## src/rtl/sd_cmd_master_q.sv

```systemverilog
// Queued SD command master: buffers command descriptors in a FIFO and runs each one
// through the command/response handshake, with timeout, CRC/index checks and retry.
module sd_cmd_master_q #(
  parameter int QUEUE_DEPTH = 4,
  parameter int TIMEOUT_W   = 16,
  parameter int MAX_RETRY   = 2
) (
  input  logic                         CLK_PAD_IO,
  input  logic                         RST_PAD_I,
  input  logic                         New_CMD,
  input  logic [13:0]                  CMD_SET_REG,
  input  logic [31:0]                  ARG_REG,
  input  logic [TIMEOUT_W-1:0]         TIMEOUT_REG,
  input  logic                         card_detect,
  output logic                         queue_full,
  output logic [$clog2(QUEUE_DEPTH):0] queue_level,
  output logic                         req_out,
  input  logic                         ack_in,
  output logic [39:0]                  cmd_out,
  input  logic                         req_in,
  output logic                         ack_out,
  input  logic [39:0]                  cmd_in,
  input  logic [7:0]                   serial_status,
  output logic [127:0]                 RESP_REG,
  output logic [15:0]                  STATUS_REG,
  output logic [7:0]                   ERR_INT_REG,
  output logic [7:0]                   NORMAL_INT_REG,
  input  logic                         ERR_INT_RST,
  input  logic                         NORMAL_INT_RST
);

  localparam int AW = $clog2(QUEUE_DEPTH);
  localparam int LW = AW + 1;
  localparam int EW = 14 + 32 + TIMEOUT_W;
  localparam logic [LW-1:0] DEPTH_L     = LW'(QUEUE_DEPTH);
  localparam logic [7:0]    MAX_RETRY_L = 8'(MAX_RETRY);

  typedef enum logic [2:0] {
    IDLE, LOAD, SEND, SEND_REL, WAIT_RSP, RSP_ACK, CHECK, DONE
  } state_t;

  state_t state, next_state;

  logic [EW-1:0]        mem [QUEUE_DEPTH];
  logic [AW-1:0]        wr_ptr, rd_ptr;
  logic [LW-1:0]        count;
  logic [13:0]          cur_cmd;
  logic [31:0]          cur_arg;
  logic [TIMEOUT_W-1:0] cur_tmo;
  logic [TIMEOUT_W-1:0] tmo_cnt;
  logic [2:0]           word_cnt;
  logic [7:0]           retry_cnt;
  logic                 crc_acc, end_acc, idx_acc;
  logic                 busy;

  logic q_empty, push, overflow, start, card_abort;
  logic is_long, no_resp, timeout_hit, check_fault, fault, can_retry, give_up, flush;
  logic crc_fault, idx_fault;
  logic [7:0] err_set, norm_set;
  logic unused_bits;

  assign q_empty     = (count == '0);
  assign queue_full  = (count == DEPTH_L);
  assign queue_level = count;
  assign push        = New_CMD && !queue_full;
  assign overflow    = New_CMD && queue_full;
  assign start       = (state == IDLE) && !q_empty && card_detect;
  assign card_abort  = (state != IDLE) && !card_detect;
  assign is_long     = (cur_cmd[1:0] == 2'b10);
  assign no_resp     = (cur_cmd[1:0] == 2'b00);
  assign crc_fault   = cur_cmd[3] && crc_acc;
  assign idx_fault   = cur_cmd[4] && idx_acc;

  // A reply arriving on the last counted cycle is accepted rather than timed out.
  assign timeout_hit = card_detect && (state == WAIT_RSP) && !req_in &&
                       (cur_tmo != '0) && (tmo_cnt == cur_tmo - TIMEOUT_W'(1));
  assign check_fault = card_detect && (state == CHECK) && (crc_fault || idx_fault || end_acc);
  assign fault       = timeout_hit || check_fault;
  assign can_retry   = (retry_cnt < MAX_RETRY_L);
  assign give_up     = fault && !can_retry;
  assign flush       = card_abort || give_up;

  assign STATUS_REG  = {2'b00, cur_cmd[13:8], 4'b0000, retry_cnt[1:0], q_empty, busy};
  assign unused_bits = ^{serial_status[7:2], cur_cmd[7:5], cur_cmd[2], retry_cnt[7:2]};

  always_ff @(posedge CLK_PAD_IO or negedge RST_PAD_I) begin
    if (!RST_PAD_I) state <= IDLE;
    else            state <= next_state;
  end

  always_comb begin
    next_state = state;
    if (card_abort) begin
      next_state = IDLE;
    end else begin
      case (state)
        IDLE:     if (start) next_state = LOAD;
        LOAD:     next_state = SEND;
        SEND:     if (ack_in) next_state = SEND_REL;
        SEND_REL: if (!ack_in) next_state = no_resp ? DONE : WAIT_RSP;
        WAIT_RSP: begin
          if (req_in)           next_state = RSP_ACK;
          else if (timeout_hit) next_state = can_retry ? LOAD : IDLE;
        end
        RSP_ACK:  if (!req_in) next_state = (is_long && word_cnt < 3'd4) ? WAIT_RSP : CHECK;
        CHECK:    next_state = check_fault ? (can_retry ? LOAD : IDLE) : DONE;
        DONE:     next_state = IDLE;
        default:  next_state = IDLE;
      endcase
    end
  end

  always_comb begin
    req_out = 1'b0;
    ack_out = 1'b0;
    busy    = 1'b1;
    case (state)
      IDLE:    busy    = 1'b0;
      SEND:    req_out = 1'b1;
      RSP_ACK: ack_out = 1'b1;
      default: ;
    endcase
  end

  always_ff @(posedge CLK_PAD_IO) begin
    if (push) mem[wr_ptr] <= {CMD_SET_REG, ARG_REG, TIMEOUT_REG};
  end

  // A flush coinciding with a push keeps only the newly pushed entry.
  always_ff @(posedge CLK_PAD_IO or negedge RST_PAD_I) begin
    if (!RST_PAD_I) begin
      wr_ptr <= '0;
      rd_ptr <= '0;
      count  <= '0;
    end else begin
      if (push) wr_ptr <= wr_ptr + AW'(1);
      if (flush) begin
        rd_ptr <= wr_ptr;
        count  <= push ? LW'(1) : '0;
      end else begin
        if (start) rd_ptr <= rd_ptr + AW'(1);
        case ({push, start})
          2'b10:   count <= count + LW'(1);
          2'b01:   count <= count - LW'(1);
          default: ;
        endcase
      end
    end
  end

  always_ff @(posedge CLK_PAD_IO or negedge RST_PAD_I) begin
    if (!RST_PAD_I) begin
      cur_cmd   <= '0;
      cur_arg   <= '0;
      cur_tmo   <= '0;
      cmd_out   <= '0;
      retry_cnt <= '0;
      tmo_cnt   <= '0;
      word_cnt  <= '0;
      crc_acc   <= 1'b0;
      end_acc   <= 1'b0;
      idx_acc   <= 1'b0;
      RESP_REG  <= '0;
    end else begin
      if (start) begin
        {cur_cmd, cur_arg, cur_tmo} <= mem[rd_ptr];
        retry_cnt <= '0;
      end
      if (state == LOAD) cmd_out <= {2'b01, cur_cmd[13:8], cur_arg};
      if (fault && can_retry) retry_cnt <= retry_cnt + 8'd1;
      case (state)
        SEND_REL: if (!ack_in) begin
          tmo_cnt  <= '0;
          word_cnt <= '0;
          crc_acc  <= 1'b0;
          end_acc  <= 1'b0;
          idx_acc  <= 1'b0;
        end
        WAIT_RSP: begin
          if (req_in) begin
            word_cnt <= word_cnt + 3'd1;
            crc_acc  <= crc_acc | serial_status[0];
            end_acc  <= end_acc | serial_status[1];
            if (is_long) begin
              case (word_cnt[1:0])
                2'd0: RESP_REG[127:96] <= cmd_in[31:0];
                2'd1: RESP_REG[95:64]  <= cmd_in[31:0];
                2'd2: RESP_REG[63:32]  <= cmd_in[31:0];
                default: RESP_REG[31:0] <= cmd_in[31:0];
              endcase
            end else begin
              RESP_REG[31:0] <= cmd_in[31:0];
              idx_acc <= idx_acc | (cmd_in[39:32] != {2'b00, cur_cmd[13:8]});
            end
          end else begin
            tmo_cnt <= tmo_cnt + TIMEOUT_W'(1);
          end
        end
        RSP_ACK: if (!req_in) tmo_cnt <= '0;
        default: ;
      endcase
    end
  end

  always_comb begin
    err_set     = '0;
    norm_set    = '0;
    err_set[0]  = give_up && timeout_hit;
    err_set[1]  = give_up && check_fault && crc_fault;
    err_set[2]  = give_up && check_fault && idx_fault;
    err_set[3]  = give_up && check_fault && end_acc;
    err_set[4]  = card_abort;
    err_set[5]  = flush && !q_empty;
    err_set[6]  = overflow;
    norm_set[0] = (state == DONE) && !card_abort;
    norm_set[1] = (state == DONE) && !card_abort && q_empty;
    norm_set[7] = give_up;
  end

  // Sticky flags; a set event in the same cycle as a clear request survives.
  always_ff @(posedge CLK_PAD_IO or negedge RST_PAD_I) begin
    if (!RST_PAD_I) begin
      ERR_INT_REG    <= '0;
      NORMAL_INT_REG <= '0;
    end else begin
      ERR_INT_REG    <= (ERR_INT_RST ? 8'h00 : ERR_INT_REG) | err_set;
      NORMAL_INT_REG <= (NORMAL_INT_RST ? 8'h00 : NORMAL_INT_REG) | norm_set;
    end
  end

endmodule
```

## config.mk

```make
export PLATFORM = sky130hd
export DESIGN_NAME = sd_cmd_master_q
export DESIGN_NICKNAME = d
export VERILOG_FILES = /design/src/rtl/sd_cmd_master_q.sv
export SDC_FILE = /design/constraint.sdc
export NUM_CORES = 1
export LEC_CHECK = 0
export ABC_AREA = 1
export BUFFER_PORTS_ARGS = -buffer_cell sky130_fd_sc_hd__buf_4
export CAP_MARGIN = 20
export CORE_UTILIZATION = 51
export CTS_CLUSTER_SIZE = 25
export DETAILED_ROUTE_END_ITERATION = 16
export HOLD_SLACK_MARGIN = 0.12
export PLACE_DENSITY = 0.85
export SLEW_MARGIN = 40
export SYNTH_ARGS = -nofsm -noshare
export SYNTH_HDL_FRONTEND = slang
export SYNTH_SLANG_ARGS = --single-unit
```

## constraint.sdc

```tcl
create_clock -name CLK_PAD_IO -period 4.1 [get_ports CLK_PAD_IO]
set_input_delay 1.025 -clock CLK_PAD_IO [delete_from_list [all_inputs] [get_ports CLK_PAD_IO]]
set_output_delay 1.025 -clock CLK_PAD_IO [all_outputs]
set_load 0.01 [all_outputs]
```

==> summary.md, run 1 <==
| Metric | Value |
|---|---|
| WHS | 456.1 ps |
| Logic pwr share | 31.1% |
| Pwr Density | 717.3 nW/um^2 |
| Num CTS Buffers | 50 |
| Most used flip-flop cell after synthesis | dfrtp_1 |
| Netlist cell types | 48 |
| Worst-skew pair later-pin latency | 590 ps |
| Total track usage | 23.94% |
| Peak Freq | 343.5 MHz |
| Routed wl met3 | 3388 um |
| Worst rel slew slack | 46.92% |
| Pint | 0.01192 W |
| Crit Path Class | reg -> out |
| Die Y | 202.3 um |
| Cells after Synth | 1720 |
| Ys async rst share | 54.24% |
| Leakage | 10.97 nW |
| Setup Slack @ Placement | 1320 ps |
| Sequential share of power | 41.4% |
| Via density | 5.397 |
| Total die area | 40920 um^2 |
| Clock Skews | 22.88 ps |
| WL met1 | 19980 um |
| Vias after detailed routing | 13892 |
| Mapped Area | 20460 um^2 |
| Sw Pwr | 0.006097 W |
| H-Tree Depth | 2 |
| Switching Fraction | 33.83% |
| EDFF count, synth | 232 |
| R2r worst-path depth | 17 |
| DR top layer | met5 |
| Layout area overhead | 22.81% |
| CTS tree | yes |
| Starting Density | 51.61% |
| Fill count | 2904 |
| Crit-path max FO | 5 |
| # IOs | 324 |
| Post-CTS Setup Inserts | 0 |
| Pin count of the biggest net entering global routing | 119 |
| Worst Setup Start Kind | flop |
| N_diodes | 0 |
| Reg-to-reg slack, setup | 1500 ps |
| Number of buffers added on ports | 300 |
| Placed cell areas | 23270 um^2 |
| # clock sinks | 507 |
| Min-delay worst type | in -> async |
| Pins Over Slew Limit | 0 |
| Fin crit share | 71.01% |
| Hold Fails Final Rpt | 0 |
| Number of remaining DRC errors | 0 |
| FF+latch count, synth | 507 |
| Critical path cell sequence | nor3_1 > buf_4 |
| Row Count | 73 |
| Resized Gates After CTS | 0 |
| Yosys warning count | 0 |
| Post-CTS Hold Fix Bufs | 0 |
| Seq/Total Area, Yosys | 67.69% |
| DR WL met2 | 24010 um |
| Crit end category | output port |
| Finished Layout Cells | 2574 |
| Antenna-violating nets left | 0 |
| Final Cell Area | 25120 um^2 |
| RR Endpoint | queue_level[0] |
| Global-route congestion overflow total | 0 |
| Final Worst Setup Slack | 1189 ps |
| Initial DRC Count | 934 |
| Peak supply drop | 0.0005646 V |
| CP max stage delay | 620 ps |
| Fraction of final layout cells sized beyond drive strength 1 | 28.06% |
| First-pass GRT wire length | 76340 um |
| Clock tree buffer depth | 3 |
| Total of max-cap violations | 0 |
| Worst path slowest cell | nor3_1 |
| RSZ-0062 raised after global routing | no |
| Placed cell count | 2480 |
| Clock root buffer master | clkbuf_16 |
| Slew @ Worst Pin | 796.3 ps |
| Number of global-route vias before repair | 13887 |
| Die width | 202.3 um |
| Critical Path RT | 3070 ps |
| Dpl hpwl | 31380 um |
| Min Tclk post-route | 2911 ps |
| Clock transition at the registers of the reported paths | 60 ps |
| Syn avg cell area | 11.89 um^2 |
| Average routed wire per standard cell | 18.94 um |
| Core box area | 39640 um^2 |
| Initial antenna violation count | 2 |
| Routability cong. | 0.9249 |
| Final setup violation count | 0 |
| Layout Nets | 2140 |
| Pre-antenna DRT Iters | 5 |
| Power share of the clock group | 27.5% |
| Worst Path Arrival | 1890 ps |
| Final total power | 0.01802 W |
| Status | finished clean |
| Total wire length | 48740 um |
| Reg2Reg Launch Point | cur_tmo[0] |
-- per-layer routing --
| layer | vias to the layer above | global-route usage, % |
|---|---|---|
| li1 | 6445 | - |
| met1 | 6866 | 30.33 |
| met2 | 483 | 40.18 |
| met3 | 94 | 5.418 |
| met4 | 4 | 8.969 |
| met5 | - | 0 |
-- critical path, delay by kind of cell, from the launching register on --
family | cells | cell delay, ps
buffers and inverters | 1 | 240
DFF | 1 | 450
and+or+nand+nor | 1 | 620
-- synthesized netlist by cell type (4+ instances only) --
cell | number | area [um^2]
mux2_2 | 128 | 1441
nor3_1 | 11 | 55.05
ha_1 | 13 | 162.7
a21oi_1 | 16 | 80.08
o21ai_0 | 233 | 1166
o22ai_1 | 59 | 369.1
dfrtp_1 | 275 | 6882
o31ai_1 | 4 | 30.03
xor2_1 | 8 | 70.07
clkbuf_1 | 48 | 180.2
a31oi_1 | 5 | 31.28
inv_1 | 122 | 457.9
nand2_1 | 215 | 807.0
edfxtp_1 | 232 | 6967
xnor2_1 | 12 | 105.1
nand3_1 | 27 | 135.1
nand4_1 | 12 | 75.07
buf_2 | 19 | 95.09
buf_4 | 24 | 180.2
o21ai_1 | 9 | 45.04
nand2_2 | 4 | 25.02
inv_2 | 5 | 18.77
nor2_1 | 199 | 747.0
-- cell type report --
cell class | count | area, um^2 | share of cell area [%]
clock inverter | 26 | 374.1 | 1.489
clock buffer | 67 | 1449 | 5.767
sequential | 507 | 13850 | 55.14
inverter | 131 | 498.0 | 1.982
timing repair buffer | 320 | 2536 | 10.09
multi-input combinational | 998 | 5757 | 22.91
tap | 525 | 656.9 | 2.615
-- flip-flops by register name, indices dropped and copies added (netlist names), 7 cells and up --
| register | count |
|---|---|
| tmo_cnt | 16 |
| cmd_out | 39 |
| ERR_INT_REG | 7 |
| cur_tmo | 16 |
| retry_cnt | 8 |
| RESP_REG | 128 |
| mem | 232 |
| cur_arg | 32 |
| cur_cmd | 10 |
-- cells by family (layout without fill, tap and decap cells) --
kind of cell,Yosys count,count (layout),share of synthesized area (%)
muxes,128,128,7.045
adders and majority gates,14,14,0.8929
buffers and inverters,227,544,4.776
and+or+nand+nor,491,491,10.07
xor gates and xnor gates,20,20,0.8562
other,1,13,0.01833
AOI/OAI and AO/OA,332,332,8.648
DFF,507,507,67.69
-- power by group through the flow --
stage          logic (W)  registers, W  clock network (W)
6_report         0.00561       0.00745            0.00496
5_1_grt          0.00624       0.00760            0.00523
4_1_cts          0.00565       0.00746            0.00505
3_5_place_dp     0.00559       0.00753                  0
3_3_place_gp     0.00539       0.00745                  0
2_1_floorplan    0.00322       0.00759                  0
-- worst max path at each step --
stage | slack [ps] | to | startpoint
after floorplan | -320 | mem[0][0] | New_CMD
after global placement | 1350 | RESP_REG[65] | req_in
after detailed placement | 1320 | mem[0][42] | New_CMD
after CTS | 1070 | STATUS_REG[1] | queue_level[0]
after global routing | 1020 | STATUS_REG[1] | queue_level[0]
final | 1190 | STATUS_REG[1] | queue_level[0]
-- per-stage QoR --
stage	util, %	setup TNS (ps)
CTS	63.31	0
global placement	58.60	0
finish	63.38	0
global route	63.38	0
floorplan	-	-73150
detailed placement	58.71	0
-- cell usage in the layout, fill, tap and decap left out, types with 9 or more instances in the layout --
master and instances:
buf_4 308, dfrtp_1 273, o21ai_0 233, edfxtp_1 232, nand2_1 215, nor2_1 191, mux2_2 128, inv_1 121
o22ai_1 59, clkbuf_16 53, nand3_1 26, a21oi_1 16, ha_1 13, conb_1 13, xnor2_1 12, nand4_1 12
nor3_1 11, clkinv_2 10, o21ai_1 9, nor2_4 9
Power figures use the tool's default switching activity.
==> run 2: changes to the inputs <==
- CORE_UTILIZATION: 51 -> 55
- PLACE_DENSITY: 0.85 -> 0.87
- clock period: 4.1 -> 2.7 ns (I/O delays scaled with it)
==> run 2 against run 1 <==
  * Cell count shrank 1.9%
  * Clock skew grew 9.2 ps
  * Die area shrank 7.2%
  * Global-route usage grew 2.4 points
  * Critical path depth is the same
  * Hold slack lost 190 ps
  * Combinational power grew 54%
==> summary.md, run 2 (same netlist as run 1, synthesis figures left out) <==
| Metric | Value |
|---|---|
| Crit end category | output port |
| RSZ-0062 raised after global routing | no |
| Layout area overhead | 22.87% (about the same) |
| Commonest non-fill, non-tap cells in the layout | buf_4, dfrtp_1, o21ai_0 |
| Clock tree buffer depth | 3 (unchanged) |
| WHS | 261.8 ps (-194.3 ps) |
| Reg2Reg Launch Point | cur_tmo[1] |
| Clock root buffer master | clkbuf_16 |
| Max FFs per register | 232 (unchanged) |
| Average routed wire per standard cell | 19.57 um (+3.3%) |
| Family with the most delay on the worst path | flip-flops |
| Peak supply drop | 0.001006 V (+78%) |
| Global-route congestion overflow total | 0 (unchanged) |
| Fraction of final layout cells sized beyond drive strength 1 | 28.15% (+0.085 points) |
| Most common cell after layout, fill and taps aside | buf_4 |
| Pre-antenna DRT Iters | 7 (+2) |
| Hold Fails Final Rpt | 0 (unchanged) |
| Min-delay worst type | in -> reg |
| Number of global-route vias before repair | 14526 (+4.6%) |
| Pins Over Slew Limit | 0 (unchanged) |
| Initial DRC Count | 936 (+0.21%) |
| Critical Path RT | 2030 ps (-1040 ps) |
| Peak Freq | 406.5 MHz |
| Clock Skews | 32.10 ps (+9.213 ps) |
| # clock sinks | 507 (unchanged) |
| Worst-skew pair later-pin latency | 610 ps (+20 ps) |
| Crit Path Class | reg -> out |
| Pin count of the biggest net entering global routing | 119 (unchanged) |
| H-Tree Depth | 2 (unchanged) |
| Pwr Density | 1095 nW/um^2 (+53%) |
| Fill count | 2436 (-16%) |
| Total wire length | 49430 um (+1.4%) |
| Top reg by flops | mem |
| Total die area | 37970 um^2 (-7.2%) |
| Num CTS Buffers | 51 (+2.0%) |
| Leakage | 11.03 nW (+0.49%) |
| Final setup violation count | 0 (unchanged) |
| Initial antenna violation count | 3 (+1) |
| Number of buffers added on ports | 300 (unchanged) |
| Buf/Inv on CP | 1 (unchanged) |
| Hold Startpoint | ARG_REG[21] |
| Total track usage | 26.35% (+2.4 points) |
| Final total power | 0.02753 W (+53%) |
| Die Y | 194.9 um (-3.7%) |
| Total of max-cap violations | 0 (unchanged) |
| CP startpoint | state[2] |
| # IOs | 324 (unchanged) |
| Top flop regs | mem (232), RESP_REG (128), cmd_out (39) |
| Min Tclk post-route | 2460 ps |
| CP max stage delay | 490 ps (-130 ps) |
| Number of remaining DRC errors | 0 (unchanged) |
| Post-CTS Setup Inserts | 0 (unchanged) |
| Fin crit share | 91.12% |
| Worst Path Arrival | 1790 ps (-100 ps) |
| Setup tns final | 0 ps (unchanged) |
| Routability cong. | 0.9207 (-0.45%) |
| Antenna-violating nets left | 0 (unchanged) |
| Starting Density | 55.88% (+4.3 points) |
| First-pass GRT wire length | 78020 um (+2.2%) |
| Resized Gates After CTS | 0 (unchanged) |
| Status | finished clean |
| Fin util | 68.66% (+5.3 points) |
| Worst rel slew slack | 48.12% (+1.2 points) |
| Clock transition at the registers of the reported paths | 70 ps (about the same) |
| Dpl hpwl | 31120 um (-0.83%) |
| Slew @ Worst Pin | 778.3 ps (-17.98 ps) |
| CTS tree | yes |
| Die width | 194.9 um (-3.7%) |
| Core box area | 36610 um^2 (-7.6%) |
| Layout Nets | 2146 (+0.28%) |
| Vias after detailed routing | 14108 (+1.6%) |
| Worst path slowest cell | dfrtp_1 |
| Via density | 5.585 (+3.5%) |
| Crit-path max FO | 8 (+3) |
| Row Count | 70 (-4.1%) |
| Critical path cell sequence | nor3_1 > buf_4 |
| Worst Setup Start Kind | flop |
## run 2: changes by cell type in the layout (fill, tap and decap cells not counted), sizes merged
cell,before,now
buf,320,324
bufinv,8,7
clkbuf,67,70
clkinv,16,19
clkinvlp,4,0
diode,0,1
dlygate4sd3,0,1
inv,129,131
## run 2: area by class of cell
class                      instances  area, um^2  share of cell area, %
clock inverter                    26       356.6                  1.419
inverter                         131       495.5                  1.971
timing repair buffer             325        2625                  10.44
tap                              468       585.6                  2.330
sequential                       507       13850                  55.11
antenna                            1       2.502               0.009955
multi-input combinational        998        5749                  22.87
clock buffer                      70        1469                  5.844
## run 2: stage by stage
step	worst slack, ps	std cells	instance area [um^2]
final	239.7	2526	25140
after floorplan	-433.7	1732	20510
after global routing	41.66	2525	25130
after global placement	384.6	2428	23300
after detailed placement	331.9	2428	23300
after CTS	295.8	2525	25130
## run 2: worst reg2reg max path: stages (launching register included)
cell and delay (ps):
dfrtp_1 360, inv_1 110, ha_1 220, nand2_1 120, nor2_1 280, nand4_1 140, a21oi_1 160, nand3_1 90
nor2_1 130, nand2_1 150, nand2_2 140, nand2_4 90, nand2_4 110, nand2_1 80, nand2_1 80, inv_1 40
## run 2: repair_timing
| item | 4_1_cts | 5_1_grt |
|---|---|---|
| hold buffers | 1 | 0 |
| endpoints found under the setup margin | 0 | 0 |
| endpoints found under the hold margin | 45 | 0 |
## run 2: path summary, 6_finish.rpt
| check | depth (start not counted) | endpoint | slack, ps |
|---|---|---|---|
| max reg2reg | 15 | queue_level[0] | 310 |
| min | 1 | mem[2][37] | 260 |
| min reg2reg | 2 | cmd_out[38] | 470 |
| max in group asynchronous | 3 | rd_ptr[0] | 1280 |
| max | 2 | req_out | 240 |
| min in group asynchronous | 2 | RESP_REG[32] | 580 |
## run 2: layer usage
metal	up-vias	track usage, %	wire length [um]
met5	-	0	31
met2	562	47.44	25590
li1	6443	-	-
met1	7005	30.92	18910
met3	94	6.021	3787
met4	4	9.099	1112
## run 2: where the power goes
group          leakage, nW  switching [W]  internal, W
registers             5.73        0.00112       0.0102
clock network        0.907        0.00303      0.00451
logic                 4.39        0.00528      0.00338
==> run 3: changes to the inputs <==
- CORE_UTILIZATION: 55 -> 57
- PLACE_DENSITY: 0.87 -> 0.89
==> run 3 against run 2 <==
  * First-iteration DRC count grew 8.1%
  * Wire length grew 0.93%
  * Hold slack gained 36 ps
  * Clock skew shrank 7.6 ps
  * Die area shrank 3.5%
  * Non-clock buffer count grew 12
  * Setup slack gained 21 ps
  * Sequential share of layout area shrank 0.093 points
  * Largest power group unchanged
  * Highest routed layer unchanged
==> summary.md, run 3 (same netlist as run 1, synthesis figures left out) <==
| Metric | Value |
|---|---|
| Initial antenna violation count | 4 (+1) |
| Pins Over Slew Limit | 0 (unchanged) |
| Average routed wire per standard cell | 19.74 um (+0.89%) |
| Fin crit share | 90.35% (-0.78 points) |
| Top reg by flops | mem |
| Most common cell after layout, fill and taps aside | buf_4 |
| Dpl hpwl | 32780 um (+5.4%) |
| Pin count of the biggest net entering global routing | 118 (-0.84%) |
| First-pass GRT wire length | 76710 um (-1.7%) |
| Fraction of final layout cells sized beyond drive strength 1 | 28.47% (+0.33 points) |
| Initial DRC Count | 1012 (+8.1%) |
| Final setup violation count | 0 (unchanged) |
| Critical path cell sequence | nor3_1 > buf_4 |
| Clock root buffer master | clkbuf_16 |
| # IOs | 324 (unchanged) |
| Worst path slowest cell | nor3_1 |
| Number of remaining DRC errors | 0 (unchanged) |
| Clock Skews | 24.48 ps (-7.612 ps) |
| Global-route congestion overflow total | 0 (unchanged) |
| # clock sinks | 507 (unchanged) |
| Hold Fails Final Rpt | 0 (unchanged) |
| Worst rel slew slack | 53.06% (+4.9 points) |
| Max FFs per register | 232 (unchanged) |
| Slew @ Worst Pin | 703.0 ps (-75.22 ps) |
| Pwr Density | 1088 nW/um^2 (-0.67%) |
| Total wire length | 49890 um (+0.93%) |
| Number of buffers added on ports | 300 (unchanged) |
| RSZ-0062 raised after global routing | no |
| Num CTS Buffers | 49 (-3.9%) |
| WHS | 297.4 ps (+35.57 ps) |
| Worst Path Arrival | 1760 ps (-30 ps) |
| Top flop regs | mem (232), RESP_REG (128), cmd_out (39) |
| Antenna-violating nets left | 0 (unchanged) |
| Critical Path RT | 2030 ps (about the same) |
| Total of max-cap violations | 0 (unchanged) |
| Crit end category | output port |
| CP startpoint | queue_level[0] |
| Core box area | 35480 um^2 (-3.1%) |
| Row Count | 69 (-1.4%) |
| Min-delay worst type | in -> reg |
| Worst-skew pair later-pin latency | 580 ps (-30 ps) |
| Pre-antenna DRT Iters | 5 (-2) |
| Buf/Inv on CP | 1 (unchanged) |
| Reg2Reg Launch Point | cur_tmo[1] |
| Layout area overhead | 23.07% |
| Layout Nets | 2156 (+0.47%) |
| Peak Freq | 409.9 MHz (+0.86%) |
| Clock transition at the registers of the reported paths | 60 ps (about the same) |
| Peak supply drop | 0.0007328 V (-27%) |
| Total die area | 36650 um^2 (-3.5%) |
| Die Y | 191.5 um (-1.8%) |
| CTS tree | yes |
| Final total power | 0.02740 W (-0.50%) |
| Clock tree buffer depth | 3 (unchanged) |
| Worst Setup Start Kind | flop |
| Vias after detailed routing | 14330 (+1.6%) |
| Via density | 5.671 (+1.5%) |
| Family with the most delay on the worst path | simple AND/OR/NAND/NOR gates |
| Starting Density | 57.66% (+1.8 points) |
| Hold Startpoint | TIMEOUT_REG[10] |
| Status | finished clean |
| Total track usage | 27.15% (+0.80 points) |
| Resized Gates After CTS | 0 (unchanged) |
| Min Tclk post-route | 2439 ps (-20.98 ps) |
| Crit Path Class | reg -> out |
| Crit-path max FO | 5 (-3) |
| H-Tree Depth | 2 (unchanged) |
| CP max stage delay | 490 ps (about the same) |
| Leakage | 11.03 nW (about the same) |
| Routability cong. | 0.8937 (-2.9%) |
| Commonest non-fill, non-tap cells in the layout | buf_4, dfrtp_1, o21ai_0 |
| Number of global-route vias before repair | 14597 (+0.49%) |
| Die width | 191.5 um (-1.8%) |
run 3: worst paths after layout:
kind	slack, ps	cells after the start	end
max	260	2	STATUS_REG[1]
min	300	1	mem[0][10]
max reg2reg	330	17	rd_ptr[1]
min reg2reg	470	2	cmd_out[38]
max in group asynchronous	1250	4	cmd_out[24]
min in group asynchronous	610	2	NORMAL_INT_REG[1]
run 3: repair_timing:
| action | in CTS | in global routing |
|---|---|---|
| hold buffers | 1 | 0 |
| endpoints found under the hold margin | 45 | 0 |
| setup buffers | 0 | 0 |
run 3: cell type report:
class | instances | area (um^2)
fillers | 2309 | 10300
clock buffers | 60 | 1318
multi-input cells | 998 | 5757
well taps | 461 | 576.8
repair buffers | 337 | 2765
diodes | 1 | 2.502
clock inverters | 32 | 411.6
inverters | 131 | 495.5
flip-flops and latches | 507 | 13850
run 3: metal layers:
metal / vias to the layer above / wire length (um) / GRT usage [%]
li1: 6472 / - / -
met1: 7090 / 18650 / 32.12
met2: 647 / 25620 / 47.56
met3: 115 / 4107 / 6.444
met4: 6 / 1475 / 10.93
met5: - / 39 / 0
run 3: power breakdown:
group | switching (W) | internal [W]
clock network | 0.00297 | 0.00428
registers | 0.00106 | 0.0102
logic | 0.00542 | 0.00346
run 3: stage by stage:
step	setup TNS, ps	utilization (%)	cell area [um^2]	instances	setup WS, ps
6_report	0	70.96	25180	2527	260.7
5_1_grt	0	70.95	25180	2526	71.21
4_1_cts	0	70.93	25170	2526	227.9
3_5_place_dp	0	66.03	23430	2433	359.2
3_3_place_gp	0	66.03	23430	2433	359.1
2_1_floorplan	-100620	-	20510	1732	-433.7
